<file path="src/rtl/ttl_74193_sync_if.sv">
// ttl_74193_sync_if: control, data and cascade signals of one 74193 counter stage
interface ttl_74193_sync_if #(parameter int WIDTH = 4);
    logic CLR;
    logic LOAD_n;
    logic [WIDTH-1:0] D;
    logic UP;
    logic DOWN;
    logic [WIDTH-1:0] Q;
    logic CO_n;
    logic BO_n;
    modport master (output CLR, LOAD_n, D, UP, DOWN, input Q, CO_n, BO_n);
    modport slave (input CLR, LOAD_n, D, UP, DOWN, output Q, CO_n, BO_n);
endinterface

</file>
<file path="src/rtl/ttl_74193_sync.sv">
// ttl_74193_sync: single-clock 74193 up/down counter with edge-detected count pulses
module ttl_74193_sync #(parameter int WIDTH = 4) (
    input logic clock,
    input logic reset,
    ttl_74193_sync_if.slave bus
);
    logic [WIDTH-1:0] q, nextQ;
    logic upQ, dnQ, upEdge, dnEdge;
    assign upEdge = bus.UP & ~upQ;
    assign dnEdge = bus.DOWN & ~dnQ;
    // a count needs the other pulse input idle high, as in the TTL part
    always_comb begin
        nextQ = bus.CLR ? '0 :
                !bus.LOAD_n ? bus.D :
                (upEdge & ~dnEdge & bus.DOWN) ? q + 1'b1 :
                (dnEdge & ~upEdge & bus.UP) ? q - 1'b1 : q;
    end
    // samples start high so a pulse input held high through reset is not an edge
    always_ff @(posedge clock) begin
        if (reset) begin
            q <= '0;
            upQ <= 1'b1;
            dnQ <= 1'b1;
        end else begin
            q <= nextQ;
            upQ <= bus.UP;
            dnQ <= bus.DOWN;
        end
    end
    assign bus.Q = q;
    assign bus.CO_n = ~((&q) & ~upQ);
    assign bus.BO_n = ~((q == '0) & ~dnQ);
endmodule

</file>
<file path="src/flat_wrapper.sv">
// flat-port wrapper written by rule: the top's interface ports become plain ports
module ttl_74193_sync_flat 
#(parameter int WIDTH = 4)
  (clock, reset, bus_CLR, bus_LOAD_n, bus_D, bus_UP, bus_DOWN, bus_Q, bus_CO_n, bus_BO_n);
  ttl_74193_sync_if #(.WIDTH(WIDTH)) bus_i ();
  input logic clock;
  input logic reset;
  input wire logic [$bits(bus_i.CLR)-1:0] bus_CLR;
  input wire logic [$bits(bus_i.LOAD_n)-1:0] bus_LOAD_n;
  input wire logic [$bits(bus_i.D)-1:0] bus_D;
  input wire logic [$bits(bus_i.UP)-1:0] bus_UP;
  input wire logic [$bits(bus_i.DOWN)-1:0] bus_DOWN;
  output wire logic [$bits(bus_i.Q)-1:0] bus_Q;
  output wire logic [$bits(bus_i.CO_n)-1:0] bus_CO_n;
  output wire logic [$bits(bus_i.BO_n)-1:0] bus_BO_n;
  assign bus_i.CLR = bus_CLR;
  assign bus_i.LOAD_n = bus_LOAD_n;
  assign bus_i.D = bus_D;
  assign bus_i.UP = bus_UP;
  assign bus_i.DOWN = bus_DOWN;
  assign bus_Q = bus_i.Q;
  assign bus_CO_n = bus_i.CO_n;
  assign bus_BO_n = bus_i.BO_n;
  ttl_74193_sync #(.WIDTH(WIDTH)) u_core (.clock(clock), .reset(reset), .bus(bus_i));
endmodule
</file>
<file path="config.mk">
export PLATFORM = sky130hd
export DESIGN_NAME = ttl_74193_sync_flat
export DESIGN_NICKNAME = d
export VERILOG_FILES = /design/src/rtl/ttl_74193_sync_if.sv /design/src/rtl/ttl_74193_sync.sv /design/src/flat_wrapper.sv
export SDC_FILE = /design/constraint.sdc
export NUM_CORES = 1
export LEC_CHECK = 0
export CORE_AREA = 2 2 39 41
export DETAILED_ROUTE_END_ITERATION = 10
export DIE_AREA = 0 0 41 43
export HOLD_SLACK_MARGIN = 0.03
export PLACE_DENSITY_LB_ADDON = 0.1
export SLEW_MARGIN = 5
export SYNTH_ARGS = -nofsm -noshare
export SYNTH_HDL_FRONTEND = slang
export SYNTH_SLANG_ARGS = --single-unit
</file>
<file path="constraint.sdc">
create_clock -name clock -period 3.35 [get_ports clock]
set_input_delay 0.5025 -clock clock [delete_from_list [all_inputs] [get_ports clock]]
set_output_delay 0.5025 -clock clock [all_outputs]
set_load 0.02 [all_outputs]
</file>
# Word level (Yosys, flattened, before mapping)
# Index checks and enable logic that the tools add are counted.
# classes
add_sub_neg	2
n_bitwise	14
eq_ne	1
mux	3
reduce_logical	3
# op_table
cell	n
4-bit two-way mux	3
1-bit bitwise AND	8
1-bit NOT	6
4-bit by 1-bit adder with 4-bit output (second input constant)	1
4-bit logical NOT	1
4-bit AND reduction	1
4-bit by 1-bit subtractor with 4-bit output (second input constant)	1
3-bit by 1-bit != test with 1-bit output (second input constant)	1
2-bit OR reduction	1
# totals
regBits	6
word_cells	26
output_inout_bits	6
input_bits	10

# Longest topological paths before layout
# depth
word_depth	8
depth_mapped	7
depth_no_buf	7

# Worst setup path after synthesis
# No wires, ideal clock.
# synth_path
path_kind	input port to flip-flop
from	input bus_UP
to	register u_core.q[3], in the netlist u_core.bus.Q[3]
required_ns	3.277
stages	6
setup_slack_ns	1.585
arrival_time_ns	1.692
cell_sequence	nand4_1 ha_1 nand3_1 and3_1 or2_2 o211ai_2
# synth_between
elab_chain_cells	5
word_cells_on_any_way	9
cone_classes	1 x eq/ne; 2 x mux; 6 x bitwise
# synth_lines
item	line_no	text
from (decl)	flat_wrapper.sv:11	input wire logic [$bits(bus_i.UP)-1:0] bus_UP;
1-bit bitwise AND	ttl_74193_sync.sv:9	assign upEdge = bus.UP & ~upQ;
1-bit NOT or 1-bit bitwise AND (tied branches)	ttl_74193_sync.sv:16, ttl_74193_sync.sv:15	
1-bit bitwise AND (on tied branches)	ttl_74193_sync.sv:16, ttl_74193_sync.sv:15	
1-bit bitwise AND or 4-bit two-way mux (tied branches)	ttl_74193_sync.sv:16, ttl_74193_sync.sv:15	
3-bit by 1-bit != test with 1-bit output (no source line) or 4-bit two-way mux (tied branches)	--	
to (signal assigned)	ttl_74193_sync.sv:25	q <= nextQ;
to (decl)	ttl_74193_sync.sv:7	logic [WIDTH-1:0] q, nextQ;
# Parallel ways exist; a longest one is shown, timed or not.
# A chain may end at the register's enable or synchronous reset.

# Worst setup path after layout
# layout_path
from	input bus_DOWN
to	register u_core.q[3], in the netlist u_core.bus.Q[3]
# layout_between
elab_chain_cells	6
word_cells_on_any_way	9
cone_classes	1 x eq/ne; 2 x mux; 6 x bitwise
# layout_lines
item	line_no	text
from (decl)	flat_wrapper.sv:12	input wire logic [$bits(bus_i.DOWN)-1:0] bus_DOWN;
1-bit bitwise AND	ttl_74193_sync.sv:10	assign dnEdge = bus.DOWN & ~dnQ;
1-bit NOT	ttl_74193_sync.sv:15	(upEdge & ~dnEdge & bus.DOWN) ? q + 1'b1 :
1-bit bitwise AND (2 in a row)	ttl_74193_sync.sv:15	
4-bit two-way mux	ttl_74193_sync.sv:15	
4-bit two-way mux	ttl_74193_sync.sv:14	!bus.LOAD_n ? bus.D :
# Parallel ways exist; a longest one is shown, timed or not.

==> metrics.md <==
| Metric | Value |
|---|---|
| Synth Area in Adders | 10.7% |
| Clk_lat worst skew | 250 ps |
| Post-Syn Area | 420 µm² |
| Util after Layout | 43.6% |
| Worst-path clk slew | 40 ps |
| Period minus WS final | 2200 ps |
| CP Capture Type | register |
| Synthesized flop and latch total | 6 |
| Switching power share of the total | 26.7% |
| Synth cell types | 29 |
| Dpl cells | 78 |
| Vias in the first global route | 332 |
| Fmax | 0.455 GHz |
| Worst Path Required | 3530 ps |
| Area Growth Syn to Fin | 43.5% |
| Comb power frac | 23.7% |
| Die area | 0.00176 mm² |
| Critical path class | input port to register |
| Worst Slack Setup Final | 1150 ps |
| Sequential Power Share | 41.2% |
| Clock power share | 35.1% |
| Design area | 603 µm² |
| Initial DRC count | 4 |
| Via density | 4.93 |
| Synth Area in XOR/XNOR | 6.25% |
| Die width | 41 µm |
| Synth Area in Compound Gates | 17.3% |
| Static Leak | 0.218 nW |
| Worst-margin pin slew | 302 ps |
| Critical-path top delay cell | clkdlybuf4s50_1 |
| Synth area leader | dfxtp_1 |
| Pint | 0.142 mW |
| Initial antenna violation count | 0 |
| Die H | 43 µm |
| Arrival time worst endpoint | 2380 ps |
| Reg2reg setup slack | 1590 ps |
| CP startpoint kind | input port |
| Share of cells above drive strength 1 | 10.8% |
| Final setup vio count | 0 |
| Row cnt | 14 |
| Post-synth top area share | 28.6% |
| Largest stage delay on the critical path | 580 ps |
| Hold_ws | 612 ps |
| Root Driver | clkbuf_4 |
| Total routed wirelength | 840 µm |
| Commonest non-fill, non-tap cell in the layout | clkdlybuf4s50_1 |
| Avg Inst Size Synth | 8.58 µm² |
| Nets | 80 |
| Critical R2R Launch | u_core.upQ |
| WL/cell | 10.4 µm |
| Design Power | 0.193 mW |
| Hold Path Class | register to register |
| Placement Setup Slack | 898 ps |
| Largest family of logic cells by synthesized area | simple AND/OR/NAND/NOR gates |
| DR vias | 399 |
| Post-synthesis sequential area ratio | 28.6% |
| Critical path startpoint | bus_DOWN |
| Core area | 0.00138 mm² |
| CTS Buffer Depth | 2 |
| Postcts setup bufs | 0 |
| Most frequent cells in the layout | 15 x clkdlybuf4s50_1, 6 x dfxtp_1 |
| Diodes inserted | 0 |
| Drt drc | 0 |
| Yosys warns | 0 |
| Unrepaired setup endpoints after global routing | false |
| Tcrit/Tclk final | 65.7% |
| Syn Nets | 62 |
| Ports | 16 |
| FF-to-FF path depth | 7 |
| Routed Antenna Nets | 0 |
| Worst Skew | 2.78 ps |
| Critical Path Sink | u_core.bus.Q[3] |
| R2r endpoint | u_core.bus.Q[3] |
| CTS Buf Count | 3 |
| Dpl cell area | 581 µm² |
| Sw power | 0.0516 mW |
| Hold buffers post-CTS | 0 |
| Largest net degree at the start of global routing | 10 |
| Slew margin rel. | 79.8% |
| H-Tree Depth | 1 |
| Pins Over Slew Limit | 0 |
| TritonCTS clock tree | built |
| Worst-path maximum fanout | 6 |
| Num Clock Sinks | 6 |
| Worst vdd ir | 0.160 mV |
| Grt total ovfl | 0 |
| Multiplexer share of the synthesized area | 2.38% |
| GRT Resource Usage Total | 11.4% |
| Max_cap viols | 0 |
| GP Congestion | 0.734 |
| PD cells | 320 mW/mm² |
| Synth top area cells | dfxtp_1 29%, ha_1 6.0%, fa_1 4.8% |
| DR pass1 iterations | 2 |
| Post-DP HPWL | 690 µm |
| IO buf count | 15 |
| Final Hold Fails | 0 |
| Initial Util | 30.4% |
| Status | finished clean |
| Setup TNS | 0 ps |
| CP Cell Sequence | clkdlybuf4s50_1, nand4_1, ha_1, nand3_1, and3_1, or2_2, o211ai_2 |
| Mapped Cells | 49 |
| Non-filler cells, final | 81 |
| Post-CTS Resized | 0 |
| Synth Area in Simple Gates | 30.7% |
| First-pass GRT wire length | 1320 µm |
## per-layer routing
metal | global-route usage, % | up-vias | routed length, µm
met5 | 0 | - | 0
met4 | 10.0 | 0 | 4
met3 | 3.14 | 2 | 46
met2 | 13.4 | 12 | 366
met1 | 15.9 | 172 | 423
li1 | - | 213 | -
## Yosys cell counts (all sizes together)
library cell	n
nand3	3
nand2b	1
nand4	2
nor2b	1
nor3	1
mux2i	1
o21bai	1
and3	3
nor2	3
a31oi	1
nor4	1
o21ai	1
buf	1
o211ai	2
a211oi	2
xor2	1
clkbuf	1
nand2	2
fa	1
dfxtp	6
or4b	1
xnor2	2
a21oi	3
or2	4
inv	2
ha	2
## logic make-up (layout without fill, tap and decap cells)
logic type | after synthesis | count (layout)
and+or+nand+nor | 22 | 22
adders and majority gates | 3 | 3
buffers and inverters | 4 | 20
DFF | 6 | 6
AOI/OAI and AO/OA | 10 | 10
xor gates and xnor gates | 3 | 3
muxes | 1 | 1
## how the worst min path moves through the flow
stage               startpoint         endpoint  slack (ps)  cells after the start
finish              u_core.upQ  u_core.bus.Q[3]         610                      2
global route        u_core.upQ  u_core.bus.Q[3]         650                      2
CTS                 u_core.upQ  u_core.bus.Q[3]         620                      2
detailed placement  u_core.upQ  u_core.bus.Q[3]         610                      2
global placement    u_core.upQ  u_core.bus.Q[3]         610                      2
floorplan           u_core.upQ  u_core.bus.Q[3]         570                      2
## area by class of cell
| cell class | count | area, µm² |
|---|---|---|
| flip-flops and latches | 6 | 120 |
| multi-input cells | 39 | 283 |
| well taps | 16 | 20.0 |
| fillers | 157 | 781 |
| clock buffers | 3 | 22.5 |
| repair buffers | 15 | 150 |
| inverters | 2 | 7.51 |
## worst max-delay path, delay by kind of cell
family / cells / cell delay (ps)
buffers and inverters: 1 / 580
adder cells (fa/ha/maj): 1 / 380
AND/OR/NAND/NOR: 4 / 770
AO/OA/AOI/OAI: 1 / 150
## registers in the layout, summed over array words and instances, names as in the netlist
name,count
u_core.dnQ,1
u_core.bus.Q,4
u_core.upQ,1
## power groups by stage
stage	Sequential (mW)	Combinational, mW	Clock (mW)
floorplan	0.0827	0.0237	0
global placement	0.0814	0.0461	0
detailed placement	0.0810	0.0460	0
CTS	0.0798	0.0463	0.0693
global route	0.0803	0.0505	0.0743
finish	0.0796	0.0458	0.0679
No activity file was read; power rests on OpenSTA's default activity.
